### src/rtl/fifo_burst_sched_pkg.sv
// Shared types and constants for the line-FIFO burst scheduler.
//   fifo_sched_state_e : scheduler FSM states
//   DIR_* / MODE_*     : legal values of the DIR and MODE string parameters
package fifo_burst_sched_pkg;

  typedef enum logic [2:0] {
    ST_FRAME_END,
    ST_HOLD,
    ST_IDLE,
    ST_REQ,
    ST_WAIT,
    ST_FSH
  } fifo_sched_state_e;

  localparam string DIR_READ  = "READ";
  localparam string DIR_WRITE = "WRITE";
  localparam string MODE_ONCE = "ONCE";
  localparam string MODE_LINE = "LINE";

endpackage

### src/rtl/fifo_burst_sched_hold.sv
// Post-fsync hold counter. Counts consecutive fsync-low cycles while the
// scheduler sits in HOLD; any fsync pulse restarts the count.
//   clk, rst  : clock, asynchronous active-high reset
//   fsync     : frame sync (restarts the count)
//   run       : scheduler is in HOLD
//   hold_done : HOLD_CYC quiet cycles reached, leave HOLD this cycle
module fifo_sync_hold #(
  parameter int HOLD_CYC = 32
) (
  input  logic clk,
  input  logic rst,
  input  logic fsync,
  input  logic run,
  output logic hold_done
);

  localparam int CNT_W = (HOLD_CYC > 1) ? $clog2(HOLD_CYC) : 1;
  localparam logic [CNT_W-1:0] LAST = CNT_W'(HOLD_CYC - 1);

  logic [CNT_W-1:0] cnt_q, cnt_d;

  always_comb begin
    cnt_d = cnt_q;
    if (fsync || !run) begin
      cnt_d = '0;
    end else if (cnt_q != LAST) begin
      cnt_d = cnt_q + 1'b1;
    end
  end

  always_ff @(posedge clk or posedge rst) begin
    if (rst) begin
      cnt_q <= '0;
    end else begin
      cnt_q <= cnt_d;
    end
  end

  assign hold_done = run & ~fsync & (cnt_q == LAST);

endmodule

### src/rtl/fifo_burst_sched.sv
// Burst scheduler for one VDMA line FIFO. Splits each line into BURST_LEN
// bursts plus a tail and issues them one at a time to the AXI address logic.
//   clk, rst                     : clock, asynchronous active-high reset
//   enable, fsync                : request gate, frame sync / FIFO reset
//   count, threshold             : FIFO fill level and run-time threshold
//   line_len, frame_lines        : frame geometry, latched on fsync
//   req, req_tail, req_len, resp : request handshake (req held until resp)
//   done                         : burst data transfer complete
//   burst_done/tail_done/frame_done : one-cycle completion pulses
//   busy                         : a burst is in flight (REQ, WAIT, FSH)
module fifo_burst_sched
  import fifo_burst_sched_pkg::*;
#(
  parameter string DIR       = "READ",
  parameter string MODE      = "LINE",
  parameter int    DEPTH     = 256,
  parameter int    COUNT_W   = 10,
  parameter int    LEN_W     = 16,
  parameter int    LINE_W    = 12,
  parameter int    LSIZE     = 9,
  parameter int    BURST_LEN = 128,
  parameter int    HOLD_CYC  = 32
) (
  input  logic               clk,
  input  logic               rst,
  input  logic               enable,
  input  logic               fsync,
  input  logic [COUNT_W-1:0] count,
  input  logic [COUNT_W-1:0] threshold,
  input  logic [LEN_W-1:0]   line_len,
  input  logic [LINE_W-1:0]  frame_lines,
  output logic               req,
  output logic               req_tail,
  output logic [LSIZE-1:0]   req_len,
  input  logic               resp,
  input  logic               done,
  output logic               burst_done,
  output logic               tail_done,
  output logic               frame_done,
  output logic               busy
);

  localparam bit IS_READ = (DIR == DIR_READ);
  localparam bit IS_ONCE = (MODE == MODE_ONCE);
  localparam logic [COUNT_W:0] DEPTH_X = (COUNT_W + 1)'(DEPTH);
  localparam logic [LEN_W-1:0] BURST_X = LEN_W'(BURST_LEN);

  fifo_sched_state_e state_q, state_d;
  logic              trigger_q, trigger_d;
  logic              req_q, req_d, req_tail_q, req_tail_d;
  logic [LSIZE-1:0]  req_len_q, req_len_d;
  logic              burst_done_q, burst_done_d, tail_done_q, tail_done_d;
  logic              frame_done_q, frame_done_d, busy_q, busy_d;
  logic [LEN_W-1:0]  line_len_sh_q, line_len_sh_d, beats_left_q, beats_left_d;
  logic [LINE_W-1:0] frame_lines_sh_q, frame_lines_sh_d, lines_left_q, lines_left_d;
  logic              sync_pend_q, sync_pend_d;

  logic              hold_done, level_ok, burst_end;
  logic [COUNT_W:0]  fill_plus_thr;

  fifo_sync_hold #(.HOLD_CYC(HOLD_CYC)) u_hold (
    .clk       (clk),
    .rst       (rst),
    .fsync     (fsync),
    .run       (state_q == ST_HOLD),
    .hold_done (hold_done)
  );

  // READ: free space (DEPTH - count) > threshold, rearranged as
  // count + threshold < DEPTH so the extra bit makes it wrap-free.
  assign fill_plus_thr = {1'b0, count} + {1'b0, threshold};
  assign level_ok = IS_READ ? (fill_plus_thr < DEPTH_X) : (count > threshold);

  // The data phase ends either in WAIT or, with resp and done together, in REQ.
  assign burst_end = done && ((state_q == ST_WAIT) || (state_q == ST_REQ && resp));

  always_comb begin
    // NOTE: every always_comb output gets a default first so no path leaves it
    // unassigned; that is what keeps a latch from being inferred.
    state_d          = state_q;
    trigger_d        = enable & ~fsync & (state_q == ST_IDLE) & level_ok;
    req_d            = req_q;
    req_len_d        = req_len_q;
    req_tail_d       = req_tail_q;
    burst_done_d     = 1'b0;
    tail_done_d      = 1'b0;
    frame_done_d     = 1'b0;
    line_len_sh_d    = line_len_sh_q;
    frame_lines_sh_d = frame_lines_sh_q;
    beats_left_d     = beats_left_q;
    lines_left_d     = lines_left_q;
    sync_pend_d      = sync_pend_q | fsync;

    if (fsync) begin
      line_len_sh_d    = line_len;
      frame_lines_sh_d = frame_lines;
    end

    unique case (state_q)
      ST_FRAME_END: if (fsync) state_d = ST_HOLD;
      ST_HOLD: begin
        // hold_done implies fsync is low, so the shadows are settled here.
        if (hold_done) begin
          sync_pend_d = 1'b0;
          if (line_len_sh_q == '0 || frame_lines_sh_q == '0) begin
            state_d = ST_FRAME_END;
          end else begin
            state_d      = ST_IDLE;
            beats_left_d = line_len_sh_q;
            lines_left_d = IS_ONCE ? LINE_W'(1) : frame_lines_sh_q;
          end
        end
      end
      ST_IDLE: begin
        if (fsync) begin
          state_d = ST_HOLD;
        end else if (trigger_q) begin
          state_d    = ST_REQ;
          req_d      = 1'b1;
          req_len_d  = (beats_left_q > BURST_X) ? LSIZE'(BURST_LEN) : LSIZE'(beats_left_q);
          // An exact multiple of BURST_LEN makes the last full burst the tail.
          req_tail_d = (beats_left_q <= BURST_X);
        end
      end
      ST_REQ: begin
        if (resp) begin
          req_d   = 1'b0;
          state_d = done ? ST_FSH : ST_WAIT;
        end
      end
      ST_WAIT: if (done) state_d = ST_FSH;
      ST_FSH: begin
        if (req_tail_q) begin
          beats_left_d = line_len_sh_q;
          lines_left_d = lines_left_q - 1'b1;
        end else begin
          beats_left_d = beats_left_q - LEN_W'(req_len_q);
        end
        // A pending fsync wins even at frame end: the new frame needs its hold.
        if (sync_pend_q || fsync) begin
          state_d = ST_HOLD;
        end else if (req_tail_q && lines_left_q == LINE_W'(1)) begin
          state_d = ST_FRAME_END;
        end else begin
          state_d = ST_IDLE;
        end
      end
      default: state_d = ST_FRAME_END;
    endcase

    // Pulses are registered on entry to FSH so they appear the cycle after done.
    if (burst_end) begin
      burst_done_d = ~req_tail_q;
      tail_done_d  = req_tail_q;
      frame_done_d = req_tail_q & (lines_left_q == LINE_W'(1));
    end

    busy_d = (state_d == ST_REQ) || (state_d == ST_WAIT) || (state_d == ST_FSH);
  end

  // NOTE: sequential state uses non-blocking assignments only, so every flop
  // samples the pre-edge value of every other flop.
  always_ff @(posedge clk or posedge rst) begin
    if (rst) begin
      state_q          <= ST_FRAME_END;
      trigger_q        <= 1'b0;
      req_q            <= 1'b0;
      req_len_q        <= '0;
      req_tail_q       <= 1'b0;
      burst_done_q     <= 1'b0;
      tail_done_q      <= 1'b0;
      frame_done_q     <= 1'b0;
      busy_q           <= 1'b0;
      line_len_sh_q    <= '0;
      frame_lines_sh_q <= '0;
      beats_left_q     <= '0;
      lines_left_q     <= '0;
      sync_pend_q      <= 1'b0;
    end else begin
      state_q          <= state_d;
      trigger_q        <= trigger_d;
      req_q            <= req_d;
      req_len_q        <= req_len_d;
      req_tail_q       <= req_tail_d;
      burst_done_q     <= burst_done_d;
      tail_done_q      <= tail_done_d;
      frame_done_q     <= frame_done_d;
      busy_q           <= busy_d;
      line_len_sh_q    <= line_len_sh_d;
      frame_lines_sh_q <= frame_lines_sh_d;
      beats_left_q     <= beats_left_d;
      lines_left_q     <= lines_left_d;
      sync_pend_q      <= sync_pend_d;
    end
  end

  assign req        = req_q;
  assign req_len    = req_len_q;
  assign req_tail   = req_tail_q;
  assign burst_done = burst_done_q;
  assign tail_done  = tail_done_q;
  assign frame_done = frame_done_q;
  assign busy       = busy_q;

endmodule

### config.mk
export PLATFORM = sky130hd
export DESIGN_NAME = fifo_burst_sched
export DESIGN_NICKNAME = d
export VERILOG_FILES = /design/src/rtl/fifo_burst_sched_pkg.sv /design/src/rtl/fifo_burst_sched_hold.sv /design/src/rtl/fifo_burst_sched.sv
export SDC_FILE = /design/constraint.sdc
export NUM_CORES = 1
export LEC_CHECK = 0
export ABC_AREA = 1
export CAP_MARGIN = 30
export CORE_UTILIZATION = 60
export DETAILED_ROUTE_END_ITERATION = 8
export GPL_TIMING_DRIVEN = 1
export PLACE_DENSITY = 0.9
export SKIP_CTS_REPAIR_TIMING = 1
export SLEW_MARGIN = 20
export SYNTH_ARGS = -nofsm -noshare
export SYNTH_HDL_FRONTEND = slang
export SYNTH_SLANG_ARGS = --single-unit
### constraint.sdc
create_clock -name clk -period 7.34 [get_ports clk]
set_input_delay 1.468 -clock clk [delete_from_list [all_inputs] [get_ports clk]]
set_output_delay 1.468 -clock clk [all_outputs]
set_load 0.05 [all_outputs]
# Word level (Yosys, flattened, before mapping)
# Cells that the tools add are included.
[totals]
input_bits = 54
register_bits = 81
[classes]
n_bitwise = 9
n_addsub = 4
mux = 31
eq_ne = 17
reduce_logical = 20
magnitude_cmp = 3
[op_table]
columns = ["operator", "count"]
rows = [
  ["$mux 16", 3],
  ["$mux 12", 3],
  ["$pmux 16 s2", 1],
  ["$pmux 12 s2", 1],
  ["$mux 3", 6],
  ["$pmux 3 s6", 1],
  ["$gt 16x8->1 const B", 1],
  ["$le 16x8->1 const B", 1],
  ["$logic_not 16->1", 1],
  ["$sub 16x9->16", 1],
  ["$eq 12x1->1 const B", 1],
  ["$eq 3x3->1 const B", 4],
  ["$logic_not 12->1", 1],
  ["$ne 2x2->1 const B", 6],
  ["$sub 12x1->12 const B", 1],
  ["$add 10x10->11", 1],
  ["$lt 11x9->1 const B", 1],
  ["$mux 5", 2],
  ["$eq 3x2->1 const B", 3],
  ["$mux 1", 9],
  ["$mux 9", 1],
  ["$reduce_and 4->1", 2],
  ["$and 1x1->1", 6],
  ["$logic_or 1x1->1", 6],
  ["other kinds (13)", 21],
]

# Longest topological paths before layout
[logic_depth]
depth_word = 8
mapped_depth = 14

# Hierarchy
# A second synthesis with hierarchy kept.
[unflattened]
cells_unflattened = 683
area_unflattened_um2 = 4867.2
[by_module_without_submodules]
columns = ["mod", "area_per_inst_um2", "n_inst", "cells_each"]
rows = [
  ["fifo_burst_sched", 4581.9, 1, 647],
  ["fifo_sync_hold", 285.3, 1, 36],
]

# Least setup slack after synthesis
# OpenSTA, ideal clock, no wires.
[synth_timing]
path_kind = "input -> register"
startpoint = "input port fsync"
endpoint = "register lines_left_q[0]"
path_stages = 9
n_path_buf = 1
t_arrival_ps = 2324
required_time_ps = 7217
path_slack_ps = 4892
cell_sequence = "inv_1 nand2_4 nor2_4 inv_2 nand2_4 nand3_4 buf_6 nand2_1 o21ai_2"
[synth_via]
elab_chain_len = 5
[synth_rtl]
columns = ["item", "line_no", "text"]
rows = [
  ["from (decl)", "fifo_burst_sched.sv:27", "input logic fsync,"],
  ["$not 1->1 (no source line)", "-", ""],
  ["$and 1x1->1 (2 in a row)", "fifo_burst_sched_hold.sv:39", "assign hold_done = run & ~fsync & (cnt_q == LAST);"],
  ["$ne 2x2->1 (no source line)", "-", ""],
  ["$reduce_and 4->1 (no source line)", "-", ""],
  ["to (signal assigned)", "fifo_burst_sched.sv:192", "lines_left_q <= lines_left_d;"],
  ["to (decl)", "fifo_burst_sched.sv:55", "logic [LINE_W-1:0] frame_lines_sh_q, frame_lines_sh_d, lines_left_q, lines_left_d;"],
]
# No other way between the ends.
# A chain may end at the register's enable or synchronous reset.

# Worst setup path after layout
[layout_timing]
startpoint = "input port fsync"
endpoint = "register lines_left_q[3]"
# The elaborated chain is that of the path after synthesis.

==> impl_metrics.prom <==
# TYPE chip_impl_metric gauge
chip_impl_info{name="run_status",value="complete, no violations"} 1
chip_impl_metric{name="drive_above_1_share",unit="%"} 6.300
chip_impl_metric{name="register_area",unit="mm^2"} 0.002027
chip_impl_metric{name="clock_slew_at_the_register_clock_pins_of_the_worst_setup_and_hold_paths",unit="ns"} 0.09
chip_impl_info{name="crit_path_capture_type",value="flop"} 1
chip_impl_metric{name="multi_input_area",unit="mm^2"} 0.002435
chip_impl_metric{name="synth.yosys.warnings",unit=""} 0
chip_impl_info{name="start_kind",value="primary input"} 1
chip_impl_metric{name="initial_utilization",unit="%"} 62.63
chip_impl_metric{name="worstHoldPathCells",unit=""} 2
chip_impl_metric{name="ys_seq_area_share",unit="%"} 41.45
chip_impl_metric{name="maxCapViolations",unit=""} 0
chip_impl_info{name="regToRegStartpoint",value="beats_left_q[0]"} 1
chip_impl_metric{name="path_max_fanout",unit=""} 51
chip_impl_info{name="most_frequent_standard_cell_in_the_layout_excluding_fill_and_tap_cells",value="sky130_fd_sc_hd__nand2_1"} 1
chip_impl_metric{name="hold_viol",unit=""} 0
chip_impl_metric{name="clock_latency",unit="ns"} 0.37
chip_impl_metric{name="compound_gate_fraction_of_synth_area",unit="%"} 9.749
chip_impl_metric{name="cts_buffers",unit=""} 9
chip_impl_metric{name="synth_area_in_xor_xnor",unit="%"} 0.7165
chip_impl_metric{name="row_count",unit=""} 32
chip_impl_metric{name="globalplace.congestion",unit=""} 0.8800
chip_impl_metric{name="ios",unit=""} 69
chip_impl_info{name="worst-setup-path-type",value="in -> reg"} 1
chip_impl_metric{name="grt_pass1_wl",unit="um"} 19800
chip_impl_metric{name="final_cell_count_no_fill",unit=""} 848
chip_impl_metric{name="cellLeakagePower",unit="nW"} 2.933
chip_impl_metric{name="grt_overflow_total",unit=""} 0
chip_impl_metric{name="ys_ff_latch",unit=""} 81
chip_impl_metric{name="cts_max_path_buffers",unit=""} 2
chip_impl_metric{name="hpwl",unit="um"} 8544
chip_impl_info{name="hold_path_class",value="reg -> reg"} 1
chip_impl_metric{name="route.vias.total",unit=""} 4650
chip_impl_metric{name="postRouteWirelength",unit="um"} 11520
chip_impl_info{name="synth_top_family_by_area",value="simple AND/OR/NAND/NOR gates"} 1
chip_impl_metric{name="area_growth",unit="%"} 20.14
chip_impl_metric{name="crit_required",unit="ns"} 7.59
chip_impl_info{name="cts_tree",value="done"} 1
chip_impl_metric{name="detail_route.wl_per_cell",unit="um"} 13.58
chip_impl_metric{name="post_route_minimum_period",unit="ns"} 3.316
chip_impl_metric{name="grt.total_usage",unit="%"} 29.66
chip_impl_metric{name="dieArea",unit="mm^2"} 0.008515
chip_impl_metric{name="dpl.cell_count",unit=""} 832
chip_impl_metric{name="slew-limit-headroom",unit="%"} 55.09
chip_impl_metric{name="share_of_synthesized_area_spent_on_multiplexers",unit="%"} 0
chip_impl_info{name="timing.hold.worst.start",value="beats_left_q[0]"} 1
chip_impl_metric{name="final_net_count",unit=""} 818
chip_impl_metric{name="synth_area_per_cell",unit="um^2"} 7.287
chip_impl_metric{name="finalCritPeriodShare",unit="%"} 45.17
chip_impl_metric{name="detail_route.first_pass.iterations",unit=""} 5
chip_impl_metric{name="synth_area_in_adders",unit="%"} 6.039
chip_impl_metric{name="ant_nets",unit=""} 0
chip_impl_metric{name="synthSimpleGateAreaFrac",unit="%"} 33.29
chip_impl_metric{name="yosys_cell_types",unit=""} 37
chip_impl_metric{name="setup-violations-final",unit=""} 0
chip_impl_metric{name="die_w",unit="um"} 92.28
chip_impl_metric{name="max_freq",unit="MHz"} 301.6
chip_impl_metric{name="clock-sinks",unit=""} 81
chip_impl_metric{name="drt-vias-per-instance",unit=""} 5.483
chip_impl_metric{name="n_fill_cell",unit=""} 597
chip_impl_metric{name="max-vdd-ir-drop",unit="uV"} 144.9
chip_impl_metric{name="report.final.slew_viol_count",unit=""} 0
chip_impl_metric{name="antennaDiodeCount",unit=""} 0
chip_impl_metric{name="reg2reg_slack",unit="ns"} 5.28
chip_impl_metric{name="synth.cell_area",unit="mm^2"} 0.004890
chip_impl_metric{name="post-route-drc-count",unit=""} 0
chip_impl_info{name="most-common-layout-cells",value="sky130_fd_sc_hd__nand2_1 (212), sky130_fd_sc_hd__inv_1 (87), sky130_fd_sc_hd__dfrtp_1 (81), sky130_fd_sc_hd__nor2_1 (68), sky130_fd_sc_hd__clkdlybuf4s50_1 (68)"} 1
chip_impl_metric{name="first_global_vias",unit=""} 4593
chip_impl_info{name="rr_endpoint",value="beats_left_q[14]"} 1
chip_impl_metric{name="cts_htree_levels",unit=""} 3
chip_impl_metric{name="detailedRoute.firstIterationViolations",unit=""} 263
chip_impl_info{name="rsz0062_at_grt",value="no"} 1
chip_impl_metric{name="synth_nets",unit=""} 748
chip_impl_metric{name="coreArea",unit="mm^2"} 0.007807
chip_impl_metric{name="finalSetupTns",unit="ns"} 0
chip_impl_metric{name="worst_r2r_path_depth",unit=""} 14
chip_impl_metric{name="power.density_cell_area",unit="mW/mm^2"} 232.1
chip_impl_metric{name="worst_ep_arrival_time",unit="ns"} 3.56
chip_impl_metric{name="die_h",unit="um"} 92.28
chip_impl_info{name="clock-root-buffer",value="sky130_fd_sc_hd__clkbuf_8"} 1
chip_impl_metric{name="clock_skew",unit="ns"} 0.01321
chip_impl_metric{name="netlist_instances",unit=""} 671
chip_impl_metric{name="grt_antenna_before_repair",unit=""} 0
chip_impl_metric{name="grt_max_degree",unit=""} 52
chip_impl_metric{name="max_slew.worst_pin.slew",unit="ns"} 0.6730
chip_impl_metric{name="port_buffers",unit=""} 68
chip_impl_info{name="timing.hold.worst_endpoint",value="beats_left_q[0]"} 1
sequential cells by signal (all words and copies together), names as in the netlist:
| register | count |
|---|---|
| beats_left_q | 16 |
| line_len_sh_q | 16 |
| frame_lines_sh_q | 12 |
| lines_left_q | 12 |
| req_len | 9 |
| u_hold.cnt_q | 5 |
| state_q | 3 |
| burst_done | 1 |
| busy | 1 |
| frame_done | 1 |
| req | 1 |
| req_tail | 1 |
| sync_pend_q | 1 |
| tail_done | 1 |
| trigger_q | 1 |
power by group:
group / leakage [nW] / internal [mW] / switching [mW]
Combinational: 1.83 / 0.163 / 0.248
Sequential: 0.991 / 0.515 / 0.0743
Clock: 0.109 / 0.191 / 0.172
cell families (layout without fill, tap and decap cells):
group,Yosys count,in the layout
AOI/OAI and AO/OA,84,84
xor gates and xnor gates,4,4
adders and majority gates,23,23
buffers and inverters,105,180
DFF,81,81
and+or+nand+nor,374,374
layout make-up:
type / count / share of cell area, %
Multi-Input combinational cell: 485 / 41.45
Sequential cell: 81 / 34.50
Timing Repair Buffer: 71 / 12.18
Inverter: 93 / 5.964
Tap cell: 102 / 2.173
Clock buffer: 9 / 2.109
Clock inverter: 7 / 1.619
metrics by stage:
step | cell area, um^2 | util (%) | total power [mW] | setup slack (ns) | hold slack [ns]
final | 5874 | 75.24 | 1.364 | 4.024 | 0.4925
after CTS | 5874 | 75.24 | 1.358 | 4.044 | 0.4909
after global placement | 5635 | 72.18 | 0.9716 | 3.769 | 0.4691
after detailed placement | 5655 | 72.44 | 0.9948 | 3.660 | 0.4697
after global routing | 5874 | 75.24 | 1.451 | 3.856 | 0.5116
after floorplan | 4890 | - | 0.8844 | 3.792 | 0.4488
critical path, cell delays in order:
cell	delay (ns)
sky130_fd_sc_hd__clkdlybuf4s50_1	0.45
sky130_fd_sc_hd__buf_4	0.37
sky130_fd_sc_hd__inv_1	0.34
sky130_fd_sc_hd__nand2_4	0.21
sky130_fd_sc_hd__nor2_4	0.05
sky130_fd_sc_hd__inv_2	0.08
sky130_fd_sc_hd__nand2_4	0.08
sky130_fd_sc_hd__nand3_4	0.23
sky130_fd_sc_hd__inv_2	0.10
sky130_fd_sc_hd__nand2_1	0.07
sky130_fd_sc_hd__o21ai_0	0.08
worst max-delay path by stage:
stage                     slack, ns   from              end
after floorplan                3.79    rst  beats_left_q[0]
after global placement         3.77  fsync  lines_left_q[3]
after detailed placement       3.66  fsync  lines_left_q[3]
after CTS                      4.04  fsync  lines_left_q[3]
after global routing           3.86  fsync  lines_left_q[3]
final                          4.02  fsync  lines_left_q[3]
Yosys cell counts, drive strengths merged:
cell / n / area, um^2
fa: 1 / 20.02
inv: 93 / 349.1
nand3: 56 / 310.3
dfrtp: 81 / 2027
nand2: 216 / 835.8
and2: 1 / 6.260
xnor2: 1 / 8.760
nor3b: 1 / 7.510
o22ai: 8 / 50.05
or2: 4 / 25.02
o21a: 2 / 15.01
a21boi: 1 / 7.510
nand4: 11 / 83.83
buf: 5 / 42.53
xor2: 3 / 26.28
a21oi: 13 / 76.33
clkbuf: 7 / 36.28
o21bai: 1 / 7.510
ha: 22 / 275.3
o21ai: 58 / 312.8
nor2: 71 / 284.0
a21o: 1 / 7.510
nand3b: 2 / 15.01
nor3: 12 / 60.06
routing by layer:
metal	share of wire [%]	vias to the layer above	track usage, %
met5	0	-	0
met3	6.3	36	6.385
li1	-	2271	-
met4	2.8	0	13.28
met2	49	171	49.25
met1	42	2172	37.17
No activity file was read; power rests on OpenSTA's default activity.
==> patch (same settings) <==
Register the input `threshold` before use. The logic sees it one clock later. The other inputs are not delayed to match.
--- a/src/rtl/fifo_burst_sched.sv
+++ b/src/rtl/fifo_burst_sched.sv
@@ -45,6 +45,16 @@
   localparam logic [COUNT_W:0] DEPTH_X = (COUNT_W + 1)'(DEPTH);
   localparam logic [LEN_W-1:0] BURST_X = LEN_W'(BURST_LEN);
 
+  logic [COUNT_W-1:0] threshold_q;
+
+  always_ff @(posedge clk or posedge rst) begin
+    if (rst) begin
+      threshold_q <= '0;
+    end else begin
+      threshold_q <= threshold;
+    end
+  end
+
   fifo_sched_state_e state_q, state_d;
   logic              trigger_q, trigger_d;
   logic              req_q, req_d, req_tail_q, req_tail_d;
@@ -68,8 +78,8 @@
 
   // READ: free space (DEPTH - count) > threshold, rearranged as
   // count + threshold < DEPTH so the extra bit makes it wrap-free.
-  assign fill_plus_thr = {1'b0, count} + {1'b0, threshold};
-  assign level_ok = IS_READ ? (fill_plus_thr < DEPTH_X) : (count > threshold);
+  assign fill_plus_thr = {1'b0, count} + {1'b0, threshold_q};
+  assign level_ok = IS_READ ? (fill_plus_thr < DEPTH_X) : (count > threshold_q);
 
   // The data phase ends either in WAIT or, with resp and done together, in REQ.
   assign burst_end = done && ((state_q == ST_WAIT) || (state_q == ST_REQ && resp));
Behaviour: same outputs for any inputs over 10 cycles, from zero or initial values and one cycle with rst high; that may be too few to reach the edited logic, so the function may still have changed.
==> patch against the original RTL <==
Total power decreased by 15%; routed wire length is 3.9% higher; setup slack got worse by 0.0052 ns; sequential share of layout area increased by 2.5 points; sequential cell count rose by 10; first-iteration DRC count is 35% higher; largest cell class unchanged; die area rose by 6.6%; combinational power down 45%; critical endpoint is now beats_left_q[7]$_DFFE_PP0P_; area after synthesis up 6.8%; final area grew 4.9%; register-to-register slack got worse by 0.11 ns.
==> patch: results (changes against the original RTL) <==
status finished clean (unchanged); CP arrival 3.59 ns (was 3.56 ns); compound-gate portion of the synthesized area 8.27% (was 9.75%); clock skew 0.0179 ns (was 0.0132 ns); met3 usage 5.02% (was 6.38%); reg2reg setup slack 5.17 ns (was 5.28 ns); wire length per cell 13.4 µm (was 13.6 µm); 1st-iter DRT viols 354 (was 263); LEAKAGE 3.10 nW (was 2.93 nW); post-synthesis cell type count 29 (was 37); Seq/Total Area, Yosys 43.6% (was 41.5%); Worst Hold End burst_done$_DFF_PP0_ (was beats_left_q[0]$_DFFE_PP0P_); hpwl dp 9000 µm (was 8540 µm); r2r worst-path depth 12 (was 14); Global Route Usage Sum 28.9% (was 29.7%); first-pass GRT wire length 20500 µm (was 19800 µm); Post-Synth Adder-Cell Area 5.66% (was 6.04%); post-synth net total 794 (was 748); largest net degree at the start of global routing 64 (was 52); reg2reg start u_hold.cnt_q[0]$_DFFE_PP0N_ (was beats_left_q[0]$_DFFE_PP0P_); share of cells above drive strength 1 5.32% (was 6.30%); via density per instance 5.42 (was 5.48); Slew headroom 47.5% (was 55.1%); vias in the first global route 4532 (was 4593); met2 Use GR 48.2% (was 49.3%); Hold Path Cell Cnt 1 (was 2); Filler Cell Count 634 (was 597); top post-synthesis cells by count nand2_1, dfrtp_1, inv_1 (was nand2_1, inv_1, dfrtp_1); Placer Congestion 0.959 (was 0.880); worst vdd ir 0.116 mV (was 0.145 mV); R2R Path End lines_left_q[10]$_DFFE_PP0P_ (was beats_left_q[14]$_DFFE_PP0P_); GR Util met1 38.9% (was 37.2%); synth top area cells dfrtp_1, nand2_1, inv_1 (unchanged); layout net count 861 (was 818); post-synthesis xor/xnor area fraction 0.839% (was 0.716%); Max FO, Critical Path 50 (was 51)
## patch: cell types whose count changed after synthesis, sizes merged, moves of 2 or more
cell   delta
nor2      -5
o22ai     -8
o21ai     -3
buf       +2
nand3     +6
nand2    +41
xor2      +2
a21oi     +8
nand4     -4
dfrtp    +10
## patch: layout make-up
class | instances | area share, %
clock inverter | 7 | 1.24
multi-input combinational | 519 | 40.7
timing repair buffer | 70 | 11.3
tap | 105 | 2.13
clock buffer | 9 | 2.01
sequential | 91 | 37.0
inverter | 93 | 5.69
## patch: how the worst max path moves through the flow
stage                      from                           to  cells after the start
final                     fsync  beats_left_q[7]$_DFFE_PP0P_                     11
after global routing      fsync  beats_left_q[4]$_DFFE_PP0P_                     10
after CTS                 fsync  beats_left_q[7]$_DFFE_PP0P_                     11
after detailed placement  fsync  beats_left_q[7]$_DFFE_PP0P_                     11
after global placement    fsync  beats_left_q[7]$_DFFE_PP0P_                     11
after floorplan             rst  beats_left_q[0]$_DFFE_PP0P_                      1
## patch: cell families (layout without fill, tap and decap cells)
logic type,Yosys count,count (layout)
DFF,91,91
AOI/OAI and AO/OA,81,81
xor gates and xnor gates,5,5
adders and majority gates,23,23
buffers and inverters,107,179
and+or+nand+nor,410,410
## patch: through the flow
| step | utilization (%) | cells | instance area (µm²) | worst slack [ns] |
|---|---|---|---|---|
| 6_report | 74.2 | 894 | 6160 | 4.02 |
| 5_1_grt | 74.2 | 894 | 6160 | 3.80 |
| 4_1_cts | 74.2 | 894 | 6160 | 4.04 |
| 3_5_place_dp | 71.8 | 878 | 5960 | 3.65 |
| 3_3_place_gp | 71.8 | 878 | 5960 | 3.70 |
| 2_1_floorplan | - | 717 | 5220 | 3.51 |
## patch: per-layer routing
layer | vias up | part of all wire [%] | routed length [µm]
li1 | 2403 | - | -
met1 | 2253 | 46 | 5470
met2 | 169 | 48 | 5710
met3 | 18 | 5.4 | 649
met4 | 0 | 1.2 | 143
met5 | - | 0 | 0
## patch: power breakdown
group | switching (W) | internal (W)
sequential | 0.0000377 | 0.000541
combinational | 0.000131 | 0.0000926
clock | 0.000193 | 0.000159
